===== src/rtl/sid_envelope.sv =====
// SID-style ADSR envelope generator for one voice, with amplitude scaling of the
// oscillator output by the current envelope level.
module sid_envelope #(
    parameter int unsigned BASE_ADDR = 0
) (
    input  logic        clk,
    input  logic        iRstN,
    input  logic        clkEn,
    input  logic        iWE,
    input  logic [4:0]  iAddr,
    input  logic [7:0]  iData,
    input  logic [11:0] iVoice,
    output logic [7:0]  oEnv,
    output logic [19:0] oOut
);

    localparam int unsigned ADDR_W  = 5;
    localparam int unsigned ENV_W   = 8;
    localparam int unsigned CNT_W   = 15;
    localparam int unsigned EXP_W   = 5;
    localparam int unsigned OUT_W   = 20;
    localparam int unsigned VOICE_W = 12;

    localparam logic [ADDR_W-1:0] ADDR_GATE = ADDR_W'(BASE_ADDR + 4);
    localparam logic [ADDR_W-1:0] ADDR_AD   = ADDR_W'(BASE_ADDR + 5);
    localparam logic [ADDR_W-1:0] ADDR_SR   = ADDR_W'(BASE_ADDR + 6);

    typedef enum logic [1:0] {
        ATTACK        = 2'd0,
        DECAY_SUSTAIN = 2'd1,
        RELEASE       = 2'd2
    } envState_t;

    envState_t          state;
    logic [ENV_W-1:0]   env;
    logic [CNT_W-1:0]   rateCnt;
    logic [EXP_W-1:0]   expCnt;
    logic               gate;
    logic               gatePrev;
    logic [3:0]         attackRate;
    logic [3:0]         decayRate;
    logic [3:0]         sustainLvl;
    logic [3:0]         releaseRate;

    logic [3:0]         rateIdx;
    logic [CNT_W-1:0]   period;
    logic               rateEvent;
    logic [EXP_W:0]     expNext;
    logic               expDue;
    logic               gateRise;
    logic               gateFall;
    logic               decayAllowed;
    logic [VOICE_W:0]   voiceCentered;
    logic signed [OUT_W-1:0] scaled;

    // Tick count between rate events, per rate index.
    function automatic logic [CNT_W-1:0] ratePeriod(input logic [3:0] idx);
        logic [CNT_W-1:0] p;
        p = 15'd8;
        case (idx)
            4'd0:  p = 15'd8;
            4'd1:  p = 15'd31;
            4'd2:  p = 15'd62;
            4'd3:  p = 15'd94;
            4'd4:  p = 15'd148;
            4'd5:  p = 15'd219;
            4'd6:  p = 15'd266;
            4'd7:  p = 15'd312;
            4'd8:  p = 15'd391;
            4'd9:  p = 15'd976;
            4'd10: p = 15'd1953;
            4'd11: p = 15'd3125;
            4'd12: p = 15'd3906;
            4'd13: p = 15'd11719;
            4'd14: p = 15'd19531;
            4'd15: p = 15'd31250;
            default: p = 15'd8;
        endcase
        return p;
    endfunction

    // Rate events per envelope step on the falling slopes; approximates an exponential curve.
    function automatic logic [EXP_W-1:0] expPeriod(input logic [ENV_W-1:0] lvl);
        logic [EXP_W-1:0] e;
        e = 5'd1;
        if (lvl >= 8'd94)      e = 5'd1;
        else if (lvl >= 8'd55) e = 5'd2;
        else if (lvl >= 8'd27) e = 5'd4;
        else if (lvl >= 8'd15) e = 5'd8;
        else if (lvl >= 8'd7)  e = 5'd16;
        else if (lvl >= 8'd1)  e = 5'd30;
        else                   e = 5'd1;
        return e;
    endfunction

    always_comb begin
        rateIdx = releaseRate;
        case (state)
            ATTACK:        rateIdx = attackRate;
            DECAY_SUSTAIN: rateIdx = decayRate;
            default:       rateIdx = releaseRate;
        endcase
        period        = ratePeriod(rateIdx);
        rateEvent     = (rateCnt == period);
        expNext       = {1'b0, expCnt} + (EXP_W+1)'(1);
        expDue        = (expNext >= {1'b0, expPeriod(env)});
        gateRise      = gate & ~gatePrev;
        gateFall      = ~gate & gatePrev;
        // Sustain level nibble replicated into both halves equals sustain*17.
        decayAllowed  = (state == DECAY_SUSTAIN) ? (env > {sustainLvl, sustainLvl})
                                                 : (env != '0);
        voiceCentered = {1'b0, iVoice} - (VOICE_W+1)'('h800);
        scaled        = OUT_W'($signed(voiceCentered)) * OUT_W'($signed({1'b0, env}));
    end

    always_ff @(posedge clk or negedge iRstN) begin
        if (!iRstN) begin
            state       <= RELEASE;
            env         <= '0;
            oOut        <= '0;
            rateCnt     <= '0;
            expCnt      <= '0;
            gate        <= 1'b0;
            gatePrev    <= 1'b0;
            attackRate  <= '0;
            decayRate   <= '0;
            sustainLvl  <= '0;
            releaseRate <= '0;
        end else begin
            oOut <= scaled;

            if (iWE) begin
                if (iAddr == ADDR_GATE) begin
                    gate <= iData[0];
                end else if (iAddr == ADDR_AD) begin
                    attackRate <= iData[7:4];
                    decayRate  <= iData[3:0];
                end else if (iAddr == ADDR_SR) begin
                    sustainLvl  <= iData[7:4];
                    releaseRate <= iData[3:0];
                end
            end

            if (clkEn) begin
                gatePrev <= gate;
                rateCnt  <= rateEvent ? '0 : rateCnt + CNT_W'(1);

                // Gate edges take priority over the envelope step on the same tick.
                if (gateRise) begin
                    state  <= ATTACK;
                    expCnt <= '0;
                end else if (gateFall) begin
                    state <= RELEASE;
                end else if (rateEvent) begin
                    if (state == ATTACK) begin
                        expCnt <= '0;
                        if (env == 8'hFF) begin
                            state <= DECAY_SUSTAIN;
                        end else begin
                            env <= env + 8'd1;
                            if (env == 8'hFE) state <= DECAY_SUSTAIN;
                        end
                    end else if (expDue) begin
                        expCnt <= '0;
                        if (decayAllowed) env <= env - 8'd1;
                    end else begin
                        expCnt <= expNext[EXP_W-1:0];
                    end
                end
            end
        end
    end

    assign oEnv = env;

endmodule

===== config.mk =====
export PLATFORM = sky130hd
export DESIGN_NAME = sid_envelope
export DESIGN_NICKNAME = d
export VERILOG_FILES = /design/src/rtl/sid_envelope.sv
export SDC_FILE = /design/constraint.sdc
export NUM_CORES = 1
export LEC_CHECK = 0
export ABC_AREA = 1
export CORE_MARGIN = 2
export CORE_UTILIZATION = 35
export DETAILED_ROUTE_END_ITERATION = 6
export RECOVER_POWER = 100
export REMOVE_ABC_BUFFERS = 1
export SYNTH_ARGS = -nofsm -noshare
export SYNTH_HDL_FRONTEND = slang
export SYNTH_SLANG_ARGS = --single-unit
export TNS_END_PERCENT = 5

===== constraint.sdc =====
create_clock -name clk -period 9.6 [get_ports clk]
set_input_delay 1.44 -clock clk [delete_from_list [all_inputs] [get_ports clk]]
set_output_delay 1.44 -clock clk [all_outputs]
set_load 0.005 [all_outputs]

==> metrics.csv, run 1 <==
metric,value,unit
status,"finished, violations left",
failed_checks,"max-capacitance violations, max-slew violations",
slowest_stage,dlygate4sd3_1,
finalClockSkew,0.008608,ns
dieArea,0.02459,mm2
viasPerCell,4.534,
drc_errors,0,
synth_top_cells_by_count,"nand2_1 (286), inv_1 (258), fa_1 (76)",
critPathRequiredTime,9.88,ns
seq_power_share,26.8,%
synthCells,1111,
synthTopCellsByArea,"dfrtp_1 (21%), fa_1 (19%), nand2_1 (13%), inv_1 (12%), ha_1 (11%)",
hpwl,14330,um
wire_per_inst,12.56,um
power_density,145.3,mW/mm2
overflow,0,
place_congestion,0.8606,
ctsResizeCount,0,
postCtsSetupRepairBufs,0,
grt_pass1_vias,6643,
yosysTopAreaCellShare,20.51,%
route.vias.total,6628,
area_growth,12.41,%
fin_util,40.34,%
seq_area_frac_synth,20.83,%
synthArstFlopShare,100.0,%
path_buf_inv,4,
min_period,5.986,ns
final_hold_viol_count,0,
drtIter0Drc,262,
cp_top_family,adder cells,
slew_violations,69,
netlist_area,0.008174,mm2
cts_tree,yes,
placed_cells,1446,
setup_tns,0,ns
fin_ws,3.614,ns
track_usage,16.27,%
p_comb_share,48.4,%
swShare,45.90,%
clk-insertion-delay-late,0.34,ns
rows,55,
portBuffers,56,
period_share,62.36,%
synth-seq-cells,68,
die_h,156.8,um
yosysMostFrequentCell,nand2_1,
wl,18360,um
die-width,156.8,um
holdBufCountCts,0,
arrival,6.26,ns
syn_area_per_cell,7.357,um2
initial_core_util,35.89,%
grt_max_degree,69,
ant_nets,0,
synth_edf_count,0,
final_cells,1462,
ys_warn_count,0,
path_common_cell,fa_1,
start_kind,input pin,
first_pass_iters,5,
tightest_slew,3.802,ns
cts_inserted_buffers,9,
clkSlewWorstSetupHoldPaths,0.07,ns
ir_drop,0.00008505,V
antenna_found_initial,0,
hp-class,flop to flop,
grt_first_pass_wirelength,32260,um
cp_max_fo,8,
cts.sinks,68,
synthFlopType,dfrtp_1,
setup.worst_path.end_class,flop,
maxCapViolCount,1,
finalNetCount,1318,
power,1335,uW
ioPinCount,57,
slowest_delay,0.72,ns
path_class,input pin to flop,
synth.largest_area_cell,dfrtp_1,
leakage,0.005420,uW
htree_levels,3,
setup_viol,0,
p_int,722.4,uW
path_cells,dlygate4sd3_1 -> nand2_1 -> fa_1 -> inv_1 -> fa_1 -> inv_1 -> fa_1 -> fa_1 -> inv_1 -> ha_1 -> a21o_1 -> a21oi_1 -> o21ai_0 -> a21boi_0 -> o21ai_0 -> xor2_1,
core,0.02278,mm2
rsz0062_at_grt,no,
clockRootBuffer,clkbuf_16,
n_antenna_cell,0,
cts_buffer_depth,2,
fmax,167.1,MHz
pre_cts_ws,3.305,ns
p_clk_share,24.8,%
synth.distinct_cells,41,
slew_headroom,-153.5,%
layout-drive-gt1-share,3.916,%
p_switching,612.9,uW
==> worst paths after layout <==
path,from,slack (ns),to,depth (start not counted)
worst min-delay path,attackRate[1],0.49,attackRate[1],2
worst min register to register,attackRate[1],0.49,attackRate[1],2
max in group asynchronous,iRstN,5.06,oOut[7],1
worst max register to register,oEnv[3],4.44,oOut[17],15
min in group asynchronous,iRstN,2.41,rateCnt[10],1
worst max-delay path,iVoice[5],3.61,oOut[17],16
==> routing by layer <==
layer  vias up  track usage (%)  wire, um
met5         -                0         0
met4         0            4.718       255
met3        15            1.966       629
met2       111            26.07      8211
met1      3088            23.07      9259
li1       3414                -         -
==> cell type report <==
cell class / count / area, um2
fill: 2324 / 13590
timing repair buffer: 59 / 569.3
sequential: 68 / 1703
clock inverter: 4 / 32.53
multi-input combinational: 735 / 5219
tap: 313 / 391.6
inverter: 271 / 1017
clock buffer: 12 / 256.5
==> flip-flops by register name, summed over array words and instances, names as in the netlist <==
signal       cells
gate             1
decayRate        4
expCnt           5
oOut            20
attackRate       4
sustainLvl       4
releaseRate      4
gatePrev         1
state            2
oEnv             8
rateCnt         15
==> worst register-to-register path: stages (launching register included) <==
cell and delay, ns:
dfrtp_1 0.35, clkbuf_1 0.80, nand2_1 0.15, inv_1 0.12, fa_1 0.43, fa_1 0.48, fa_1 0.54, inv_1 0.05
fa_1 0.53, inv_1 0.05, ha_1 0.34, nand2_1 0.06, o21ai_0 0.51, a21boi_0 0.26, o21ai_0 0.26, xor2_1 0.16
==> power by group through the flow <==
stage | Clock, uW | Sequential [uW] | Combinational, uW
floorplan | 0 | 352 | 506
global placement | 0 | 364 | 649
detailed placement | 0 | 364 | 654
CTS | 338 | 360 | 656
global route | 354 | 364 | 750
finish | 331 | 357 | 647
==> metrics by stage <==
stage / area [um2] / hold WS, ns
detailed placement: 8966 / 0.4726
CTS: 9255 / 0.4936
finish: 9189 / 0.4878
global placement: 8966 / 0.4623
global route: 9189 / 0.5010
floorplan: 7994 / 0.4419
==> cell usage in the layout (no fill, tap or decap), types with 9 or more instances in the layout <==
master           Yosys  final
nand2_1            286    287
ha_1                69     69
nand4_1             32     32
nor3_1              10     10
fa_1                76     76
a21oi_1             24     24
nand3_1             53     59
clkdlybuf4s50_1      0     22
xnor2_1             11     11
dfrtp_1             67     67
nor2_1              53     58
inv_2               13      9
dlygate4sd3_1        0     33
o21ai_0             39     39
inv_1              258    261
clkbuf_16            0      9
xor2_1              32     32
==> cell families after synthesis <==
family | count (synthesis) | share of synthesized area (%)
xor+xnor | 43 | 4.607
simple gates | 472 | 25.82
flops | 68 | 20.83
compound gates | 75 | 4.914
buf+inv | 308 | 14.65
fa+ha+maj | 145 | 29.17
Power figures use the tool's default switching activity.
==> run 2: changes to the inputs <==
- clock period: 9.6 -> 5.12 ns (I/O delays scaled with it)
==> run 2 against run 1 <==
Effect of this change: die area unchanged; core utilization is 1.5 points higher; clock power up 110%; the flow still finishes with violations (max-capacitance violations, max-slew violations); final cell count grew 2.9%; worst hold slack worse by 0.0098 ns; critical endpoint is now oOut[16]; wire length increased by 1.8%; critical path depth increased by 6; register-to-register slack lost 4.0 ns; first-iteration DRC count up 31%; global-route usage up 0.12 points.
==> metrics.csv, run 2 (same netlist as run 1, synthesis figures left out) <==
metric,value,unit
layout-drive-gt1-share,7.047,%
ir_drop,0.0001506,V
fmax,206.3,MHz
p_switching,1132,uW
leakage,0.005636,uW
finalNetCount,1361,
cp_max_fo,5,
p_clk_share,26.7,%
hpwl,14980,um
path_class,input pin to flop,
final_cells,1505,
seq_power_share,26.0,%
wl,18680,um
antenna_found_initial,0,
core,0.02278,mm2
hp-start,expCnt[4],
p_comb_share,47.3,%
viasPerCell,4.542,
drtIter0Drc,343,
min_period,4.848,ns
final_cell_mix,"nand2_1 (287), inv_1 (261), fa_1 (76)",
worstRegToRegCells,15,
slew_headroom,-151.7,%
clockRootBuffer,clkbuf_16,
hold_end,expCnt[4],
track_usage,16.39,%
rows,55,
rsz0062_at_grt,no,
grt_max_degree,69,
grt_first_pass_wirelength,32480,um
holdBufCountCts,0,
slowest_stage,clkdlybuf4s50_1,
htree_levels,3,
cts.sinks,68,
ant_nets,0,
final_hold_viol_count,0,
dieArea,0.02459,mm2
route.vias.total,6836,
largest_reg_flops,20,
setup_tns,0,ns
die-width,156.8,um
overflow,0,
path_buf_inv,6,
setup_viol,0,
power_density,270.3,mW/mm2
path_common_cell,nand2_1,
finalClockSkew,0.01119,ns
tightest_slew,3.775,ns
postCtsSetupRepairBufs,0,
status,"finished, violations left",
worstReg2RegEnd,oOut[19],
ctsResizeCount,0,
slowest_delay,0.54,ns
wire_per_inst,12.41,um
placed_cells,1489,
cts_inserted_buffers,9,
period_share,94.68,%
place_congestion,0.8606,
r2r_start,oEnv[1],
cp_top_family,adder cells,
clkSlewWorstSetupHoldPaths,0.06,ns
n_antenna_cell,0,
final_common_cell,nand2_1,
portBuffers,56,
initial_core_util,35.89,%
drc_errors,0,
setup.worst_path.end_class,flop,
grt_pass1_vias,6625,
ioPinCount,57,
pre_cts_ws,-0.1083,ns
first_pass_iters,6,
area_growth,16.59,%
slew_violations,69,
cts_tree,yes,
fin_ws,0.2724,ns
regMostFlops,oOut,
failed_checks,"max-capacitance violations, max-slew violations",
swShare,43.95,%
hp-class,flop to flop,
die_h,156.8,um
critPathRequiredTime,5.35,ns
maxCapViolCount,1,
cts_buffer_depth,2,
clk-insertion-delay-late,0.35,ns
min_path_cells,2,
path_cells,clkdlybuf4s50_1 -> buf_4 -> nand2_1 -> inv_1 -> fa_1 -> ha_1 -> inv_1 -> fa_1 -> fa_1 -> inv_1 -> ha_1 -> a21oi_1 -> inv_1 -> a31oi_1 -> o21ai_1 -> nand2_1 -> nand2_1 -> nand2_1 -> nand2_1 -> nand3_1 -> nand2_1 -> xor2_1,
start_kind,input pin,
p_int,1444,uW
arrival,5.08,ns
r2r_setup_slack,0.49,ns
run 2: worst max path at each step:
stage,start,endpoint,slack (ns),depth (start not counted)
after floorplan,iVoice[5],oOut[17],0.61,15
after global placement,iVoice[5],oOut[16],-0.05,21
after detailed placement,iVoice[5],oOut[16],-0.11,21
after CTS,iVoice[5],oOut[16],0.26,21
after global routing,iVoice[5],oOut[16],0.01,21
final,iVoice[2],oOut[16],0.27,22
run 2: final cells by class:
| type | count | area [um2] |
|---|---|---|
| Clock buffer | 12 | 246.5 |
| Multi-Input combinational cell | 735 | 5219 |
| Timing Repair Buffer | 102 | 880.8 |
| Fill cell | 2367 | 13250 |
| Clock inverter | 4 | 72.57 |
| Inverter | 271 | 1017 |
| Tap cell | 313 | 391.6 |
| Sequential cell | 68 | 1703 |
run 2: through the flow:
stage,utilization [%],power (uW),cell area (um2),hold slack [ns]
2_1_floorplan,-,1609,7994,0.4419
3_3_place_gp,40.78,1903,9289,0.4640
3_5_place_dp,40.78,1916,9289,0.4642
4_1_cts,42.18,2627,9608,0.4831
5_1_grt,41.84,2827,9530,0.5308
6_report,41.84,2576,9530,0.4780
run 2: worst register-to-register path, delay by kind of cell (launching register included):
kind                       cells  cell delay, ns
adders and majority gates      5            2.33
DFF                            1            0.68
buffers and inverters          4            0.54
and+or+nand+nor                3            0.42
AOI/OAI and AO/OA              2            0.40
xor gates and xnor gates       1            0.15
run 2: routing by layer:
metal | routed length, um | GRT usage, %
met5 | 0 | 0
met4 | 308 | 4.718
met3 | 857 | 1.939
met2 | 8277 | 25.56
met1 | 9234 | 23.86
run 2: power by group through the flow:
stage / clock network (uW) / registers (uW) / logic (uW)
after detailed placement: 0 / 682 / 1230
after CTS: 715 / 673 / 1240
after global placement: 0 / 680 / 1220
final: 688 / 671 / 1220
after global routing: 735 / 681 / 1410
after floorplan: 0 / 661 / 948
